`src/rtl/iic_cmd_seq.sv`:
```
// Single-byte I2C command sequencer driving an AXI IIC core over AXI-Lite.
// Each command runs: TX FIFO reset, enable, address byte, data byte, status poll, optional RX read.
module iic_cmd_seq #(
    parameter int unsigned TIMEOUT = 4096,
    parameter logic [31:0] CR_INIT = 32'h0000_0001
) (
    input  logic        clk,
    input  logic        rst,
    input  logic        cmd_valid,
    output logic        cmd_ready,
    input  logic        cmd_rd,
    input  logic [6:0]  cmd_dev,
    input  logic [7:0]  cmd_wdata,
    output logic        rsp_valid,
    output logic        rsp_err,
    output logic [7:0]  rsp_rdata,
    output logic [8:0]  m_awaddr,
    output logic        m_awvalid,
    input  logic        m_awready,
    output logic [31:0] m_wdata,
    output logic [3:0]  m_wstrb,
    output logic        m_wvalid,
    input  logic        m_wready,
    input  logic [1:0]  m_bresp,
    input  logic        m_bvalid,
    output logic        m_bready,
    output logic [8:0]  m_araddr,
    output logic        m_arvalid,
    input  logic        m_arready,
    input  logic [31:0] m_rdata,
    input  logic [1:0]  m_rresp,
    input  logic        m_rvalid,
    output logic        m_rready
);

    localparam int unsigned CW = $clog2(TIMEOUT + 1);
    localparam logic [8:0] A_CR = 9'h100;
    localparam logic [8:0] A_SR = 9'h104;
    localparam logic [8:0] A_TX = 9'h108;
    localparam logic [8:0] A_RX = 9'h10C;

    typedef enum logic [2:0] {
        S_IDLE, S_CR_RST, S_CR_EN, S_TX_ADDR, S_TX_DATA, S_POLL, S_RX_READ, S_DONE
    } state_t;

    state_t        r_state, w_state;
    logic          r_awvalid, w_awvalid, r_wvalid, w_wvalid, r_bready, w_bready;
    logic          r_arvalid, w_arvalid, r_rready, w_rready;
    logic [8:0]    r_awaddr, w_awaddr, r_araddr, w_araddr;
    logic [31:0]   r_wdata, w_wdata;
    logic [3:0]    r_wstrb, w_wstrb;
    logic          r_rsp_valid, w_rsp_valid, r_rsp_err, w_rsp_err;
    logic [7:0]    r_rsp_rdata, w_rsp_rdata;
    logic          r_cmd_rd, w_cmd_rd;
    logic [6:0]    r_cmd_dev, w_cmd_dev;
    logic [7:0]    r_cmd_wdata, w_cmd_wdata;
    logic [CW-1:0] r_poll_cnt, w_poll_cnt;
    logic          r_eval, w_eval, r_rerr_s, w_rerr_s;
    logic [7:0]    r_rdata_s, w_rdata_s;

    logic          w_wr_go, w_rd_go, w_fail, w_finish, w_b_ok, w_b_err, w_sr_ok, w_r_hs;
    logic [8:0]    w_wr_addr, w_rd_addr;
    logic [31:0]   w_wr_data;
    logic          w_unused;

    assign w_unused = ^m_rdata[31:8];

    // Next-state and next-output logic; each transaction is launched on the edge that enters its state
    always_comb begin
        w_state     = r_state;
        w_awvalid   = r_awvalid & ~m_awready;
        w_wvalid    = r_wvalid & ~m_wready;
        w_bready    = r_bready & ~m_bvalid;
        w_arvalid   = r_arvalid & ~m_arready;
        w_rready    = r_rready & ~m_rvalid;
        w_awaddr    = r_awaddr;
        w_wdata     = r_wdata;
        w_wstrb     = r_wstrb;
        w_araddr    = r_araddr;
        w_rsp_valid = 1'b0;
        w_rsp_err   = r_rsp_err;
        w_rsp_rdata = r_rsp_rdata;
        w_cmd_rd    = r_cmd_rd;
        w_cmd_dev   = r_cmd_dev;
        w_cmd_wdata = r_cmd_wdata;
        w_poll_cnt  = r_poll_cnt;
        w_r_hs      = r_rready & m_rvalid;
        w_eval      = w_r_hs;
        w_rdata_s   = w_r_hs ? m_rdata[7:0] : r_rdata_s;
        w_rerr_s    = w_r_hs ? (m_rresp != 2'b00) : r_rerr_s;
        w_wr_go     = 1'b0;
        w_wr_addr   = A_CR;
        w_wr_data   = 32'h0;
        w_rd_go     = 1'b0;
        w_rd_addr   = A_SR;
        w_fail      = 1'b0;
        w_finish    = 1'b0;
        w_b_ok      = r_bready & m_bvalid & (m_bresp == 2'b00);
        w_b_err     = r_bready & m_bvalid & (m_bresp != 2'b00);
        w_sr_ok     = r_cmd_rd ? ~r_rdata_s[6] : (~r_rdata_s[2] & r_rdata_s[7]);

        case (r_state)
            S_IDLE: begin
                if (cmd_valid) begin
                    w_cmd_rd    = cmd_rd;
                    w_cmd_dev   = cmd_dev;
                    w_cmd_wdata = cmd_wdata;
                    w_poll_cnt  = '0;
                    w_state     = S_CR_RST;
                    w_wr_go     = 1'b1;
                    w_wr_addr   = A_CR;
                    w_wr_data   = 32'h0000_0002;
                end
            end
            S_CR_RST: begin
                if (w_b_err) begin
                    w_fail = 1'b1;
                end else if (w_b_ok) begin
                    w_state   = S_CR_EN;
                    w_wr_go   = 1'b1;
                    w_wr_addr = A_CR;
                    w_wr_data = CR_INIT;
                end
            end
            S_CR_EN: begin
                if (w_b_err) begin
                    w_fail = 1'b1;
                end else if (w_b_ok) begin
                    w_state   = S_TX_ADDR;
                    w_wr_go   = 1'b1;
                    w_wr_addr = A_TX;
                    w_wr_data = {22'b0, 2'b01, r_cmd_dev, r_cmd_rd};
                end
            end
            S_TX_ADDR: begin
                if (w_b_err) begin
                    w_fail = 1'b1;
                end else if (w_b_ok) begin
                    w_state   = S_TX_DATA;
                    w_wr_go   = 1'b1;
                    w_wr_addr = A_TX;
                    w_wr_data = {22'b0, 2'b10, (r_cmd_rd ? 8'h01 : r_cmd_wdata)};
                end
            end
            S_TX_DATA: begin
                if (w_b_err) begin
                    w_fail = 1'b1;
                end else if (w_b_ok) begin
                    w_state   = S_POLL;
                    w_rd_go   = 1'b1;
                    w_rd_addr = A_SR;
                end
            end
            S_POLL: begin
                // Status is judged one cycle after the R beat, from the captured copy
                if (r_eval) begin
                    w_poll_cnt = r_poll_cnt + CW'(1);
                    if (r_rerr_s) begin
                        w_fail = 1'b1;
                    end else if (w_sr_ok) begin
                        if (r_cmd_rd) begin
                            w_state   = S_RX_READ;
                            w_rd_go   = 1'b1;
                            w_rd_addr = A_RX;
                        end else begin
                            w_finish = 1'b1;
                        end
                    end else if (32'(w_poll_cnt) >= TIMEOUT) begin
                        w_fail = 1'b1;
                    end else begin
                        w_rd_go   = 1'b1;
                        w_rd_addr = A_SR;
                    end
                end
            end
            S_RX_READ: begin
                if (r_eval) begin
                    if (r_rerr_s) begin
                        w_fail = 1'b1;
                    end else begin
                        w_finish = 1'b1;
                    end
                end
            end
            S_DONE: begin
                w_state = S_IDLE;
            end
            default: begin
                w_state = S_IDLE;
            end
        endcase

        if (w_wr_go) begin
            w_awvalid = 1'b1;
            w_wvalid  = 1'b1;
            w_bready  = 1'b1;
            w_awaddr  = w_wr_addr;
            w_wdata   = w_wr_data;
            w_wstrb   = 4'hF;
        end
        if (w_rd_go) begin
            w_arvalid = 1'b1;
            w_rready  = 1'b1;
            w_araddr  = w_rd_addr;
        end
        if (w_fail) begin
            w_state     = S_DONE;
            w_rsp_valid = 1'b1;
            w_rsp_err   = 1'b1;
            w_rsp_rdata = 8'h00;
        end
        if (w_finish) begin
            w_state     = S_DONE;
            w_rsp_valid = 1'b1;
            w_rsp_err   = 1'b0;
            w_rsp_rdata = r_cmd_rd ? r_rdata_s : 8'h00;
        end
    end

    always_ff @(posedge clk or posedge rst) begin
        if (rst) begin
            r_state     <= S_IDLE;
            r_awvalid   <= 1'b0;
            r_wvalid    <= 1'b0;
            r_bready    <= 1'b0;
            r_arvalid   <= 1'b0;
            r_rready    <= 1'b0;
            r_awaddr    <= '0;
            r_wdata     <= '0;
            r_wstrb     <= '0;
            r_araddr    <= '0;
            r_rsp_valid <= 1'b0;
            r_rsp_err   <= 1'b0;
            r_rsp_rdata <= '0;
            r_cmd_rd    <= 1'b0;
            r_cmd_dev   <= '0;
            r_cmd_wdata <= '0;
            r_poll_cnt  <= '0;
            r_eval      <= 1'b0;
            r_rerr_s    <= 1'b0;
            r_rdata_s   <= '0;
        end else begin
            r_state     <= w_state;
            r_awvalid   <= w_awvalid;
            r_wvalid    <= w_wvalid;
            r_bready    <= w_bready;
            r_arvalid   <= w_arvalid;
            r_rready    <= w_rready;
            r_awaddr    <= w_awaddr;
            r_wdata     <= w_wdata;
            r_wstrb     <= w_wstrb;
            r_araddr    <= w_araddr;
            r_rsp_valid <= w_rsp_valid;
            r_rsp_err   <= w_rsp_err;
            r_rsp_rdata <= w_rsp_rdata;
            r_cmd_rd    <= w_cmd_rd;
            r_cmd_dev   <= w_cmd_dev;
            r_cmd_wdata <= w_cmd_wdata;
            r_poll_cnt  <= w_poll_cnt;
            r_eval      <= w_eval;
            r_rerr_s    <= w_rerr_s;
            r_rdata_s   <= w_rdata_s;
        end
    end

    // Ready only in IDLE and never while reset is held
    assign cmd_ready = (r_state == S_IDLE) & ~rst;
    assign rsp_valid = r_rsp_valid;
    assign rsp_err   = r_rsp_err;
    assign rsp_rdata = r_rsp_rdata;
    assign m_awaddr  = r_awaddr;
    assign m_awvalid = r_awvalid;
    assign m_wdata   = r_wdata;
    assign m_wstrb   = r_wstrb;
    assign m_wvalid  = r_wvalid;
    assign m_bready  = r_bready;
    assign m_araddr  = r_araddr;
    assign m_arvalid = r_arvalid;
    assign m_rready  = r_rready;

endmodule

```
`config.mk`:
```
export PLATFORM = sky130hd
export DESIGN_NAME = iic_cmd_seq
export DESIGN_NICKNAME = d
export VERILOG_FILES = /design/src/rtl/iic_cmd_seq.sv
export SDC_FILE = /design/constraint.sdc
export NUM_CORES = 1
export LEC_CHECK = 0
export CAP_MARGIN = 10
export CORE_MARGIN = 5
export CORE_UTILIZATION = 45
export DETAILED_ROUTE_END_ITERATION = 10
export PLACE_DENSITY = 0.86
export SLEW_MARGIN = 25
export SYNTH_ARGS = -nofsm -noshare
export SYNTH_HDL_FRONTEND = slang
export SYNTH_SLANG_ARGS = --single-unit
```
`constraint.sdc`:
```
create_clock -name clk -period 2.5 [get_ports clk]
set_input_delay 0.5 -clock clk [delete_from_list [all_inputs] [get_ports clk]]
set_output_delay 0.5 -clock clk [all_outputs]
set_load 0.005 [all_outputs]
```
==> results of run 1 <==
synthesized netlist by cell type (all sizes together) (2+ instances only):
library cell,number
o22a,2
a222oi,6
nand4,7
a211oi,2
mux2i,2
nand2,17
mux2,25
dfrtp,71
and2,3
or2,2
nor2,22
and3,5
nor3b,3
or3,2
inv,15
a211o,3
a22o,11
nand3,9
o21ai,14
a21oi,9
and4bb,2
nand2b,6
xor2,6
nor2b,6
o22ai,2
buf,53
xnor2,4
a21o,3
o211ai,3
clkbuf,3
nor3,5
final timing paths:
path                       depth (start not counted)  slack (ns)           end
setup / recovery                                   2        0.17     cmd_ready
hold / removal                                     1        0.48    m_wdata[8]
setup reg to reg                                   6        0.40  rsp_rdata[2]
hold reg to reg                                    1        0.48    m_wdata[8]
max in group asynchronous                          3        1.51  r_cmd_dev[4]
min in group asynchronous                          3        0.61  r_cmd_dev[0]
through the flow:
step / area, um2 / hold slack, ns / setup slack [ns] / utilization (%)
2_1_floorplan: 3740 / 0.452 / 0.203 / -
3_3_place_gp: 4250 / 0.460 / 0.196 / 54.8
3_5_place_dp: 4250 / 0.472 / 0.138 / 54.8
4_1_cts: 4460 / 0.482 / 0.169 / 57.5
5_1_grt: 4460 / 0.509 / 0.0903 / 57.5
6_report: 4460 / 0.476 / 0.167 / 57.5
state kept, by name, summed over array words and instances (netlist names):
signal / flops
r_poll_cnt: 13
r_rerr_s: 1
r_cmd_rd: 1
m_rready: 1
m_arvalid: 1
rsp_rdata: 8
r_rdata_s: 8
m_bready: 1
m_araddr: 2
r_state: 3
m_awvalid: 1
r_cmd_wdata: 8
r_cmd_dev: 7
m_wdata: 10
rsp_valid: 1
rsp_err: 1
m_awaddr: 2
m_wvalid: 1
r_eval: 1
worst max-delay path: stages, from the launching register on:
cell	delay (ns)
dfrtp_1	0.63
nor3_1	0.32
clkdlybuf4s50_1	0.55
power by group:
part	internal [mW]	leakage, nW	switching [mW]	total (mW)
Sequential	1.44	0.905	0.233	1.67
Clock	0.554	0.105	0.417	0.971
Combinational	0.627	1.01	0.473	1.10
Total	2.62	2.02	1.12	3.75
metal layers:
metal | up-vias | wire (um)
li1 | 1225 | -
met1 | 1268 | 3080
met2 | 85 | 3900
met3 | 12 | 414
met4 | 0 | 129
met5 | - | 0
logic make-up (layout without fill, tap and decap cells):
kind of cell	after synthesis	after routing	share of synthesized area (%)
AOI/OAI and AO/OA	60	60	12.5
buffers and inverters	71	109	12.8
DFF	71	71	49.1
xor gates and xnor gates	10	10	2.42
adders and majority gates	1	1	0.346
other	1	35	0.104
muxes	27	27	8.34
and+or+nand+nor	93	93	14.4
layout make-up:
class / instances / area [um2]
multi-input cells: 226 / 1510
repair buffers: 79 / 781
clock buffers: 9 / 124
inverters: 15 / 56.3
fillers: 635 / 3300
well taps: 102 / 128
flip-flops and latches: 71 / 1780
clock inverters: 6 / 86.3
==> metrics.md, run 1 <==
| Metric | Value |
|---|---|
| Final Skew | `~0.0084 ns` |
| Crit path kind | `reg -> out` |
| Port Buffer Count | `70` |
| First-pass GRT wire length | `around 12000 um` |
| Setup TNS | `0 ns` |
| Worst Setup SP | `r_state[2]` |
| Share of cells above drive strength 1 | `15.0%` |
| Fmax | `between 400 and 500 MHz` |
| Synth area leader | `dfrtp_1` |
| Worst R2R Start | `r_poll_cnt[0]` |
| Full die area | `just under 10000 um2` |
| Via density | `between 5 and 6` |
| GR Layer Usage met3 | `approximately 3.6%` |
| RSZ-0062 raised after global routing | `no` |
| Max Cap Violations | `0` |
| Antenna cells | `0` |
| Status | `finished, final reports clean` |
| Top_reg_cell synth | `dfrtp_1` |
| Worst Hold Launch | `m_wdata[8]` |
| Post-Synthesis Cells | `between 300 and 400` |
| Die outline width | `~100 um` |
| Period utilization | `93.3%` |
| Placed cells | `493` |
| Pwr per Cell Area | `839 nW/um2` |
| Final Non-Filler Cells | `between 500 and 600` |
| Share of the synthesized area in the top cell type | `approximately half` |
| Via count | `around 2600` |
| Leak | `2.02 nW` |
| M2 GR Usage | `a little over a quarter` |
| Sequential-to-total area share from yosys stat | `49.1%` |
| I/O pin cnt | `130` |
| GRT Residual Overflow | `0` |
| Drt wl/cell | `about 15 um` |
| Clock-pin slew on the worst setup and hold paths | `0.07 ns` |
| Total power | `between 3 and 4 mW` |
| TritonRoute pass-1 iters | `4` |
| Grt met1 use | `between 10% and 20%` |
| Post-CTS Hold Fix Bufs | `0` |
| Setup violators final | `0` |
| Max-slew violations | `0` |
| Slew of the pin with the lowest slew margin | `~0.67 ns` |
| Area of the core | `between 7000 and 8000 um2` |
| Synth warn | `0` |
| Total Routing Usage GR | `between 15 and 20%` |
| Drt drc | `0` |
| Largest net degree at the start of global routing | `between 40 and 50` |
| # rows | `32` |
| Number of enable flip-flop cells after synthesis | `0` |
| Most used routing layer | `met2` |
| Hpwl dp | `about 5700 um` |
| Rel. slew slack | `55.6%` |
| CTS Buffer Depth | `2` |
| Routed WL | `7530 um` |
| Die H | `between 90 and 100 um` |
| Cts bufs inserted | `9` |
| Initial Utilization | `a little under half` |
| Vias in the first global route | `around 2600` |
| Critical path arrival | `1.83 ns` |
| Hold WC Path Type | `reg -> reg` |
| Cell variety after synth | `50` |
| H-Tree Level Count | `3` |
| Most frequent cells in the layout | `dfrtp_1 (71), clkdlybuf4s50_1 (70), conb_1 (35)` |
| Commonest non-fill, non-tap cell in the layout | `dfrtp_1` |
| CTS tree | `built` |
| Layout Nets | `around 460` |
| Initial antenna violation count | `0` |
| Root Buffer | `clkbuf_8` |
| Minimum clock period | `between 2 and 2.5 ns` |
| Clk sinks | `71` |
| Crit path launch type | `flip-flop` |
| Final Hold Viols | `0` |
| Post-CTS Setup Bufs | `0` |
| DR iter-0 viols | `215` |
| Synth area leaders | `dfrtp_1 (49%), buf_4 (8.7%), mux2_2 (7.8%), a22o_1 (2.7%), nor2_1 (2.3%)` |
| Final ANT Viol Nets | `0` |
| Clock latency on the worst-skew pair | `0.34 ns` |
| Critical Path Sink Type | `output port` |
| Asr flop ratio synth | `100%` |
| Peak supply drop | `643 uV` |
| Number of synthesized register bits | `just over 70` |
| CP Max Fanout | `22` |
| Post_cts resized | `0` |
| Gpl congestion | `around 0.87` |
| Post-Syn Area | `approximately 3600 um2` |
| Mean area per synthesized cell | `10.8 um2` |
| Area grow syn2layout | `23.4%` |
| Worst endpoint required time | `2.00 ns` |
(Power assumes the default switching activity.)
==> run 2, diff against run 1 <==
Settings changed: GPL_TIMING_DRIVEN set to 1.
==> results of run 2 <==
Same layout as run 1: the final DEF is identical, and so are final timing and power.
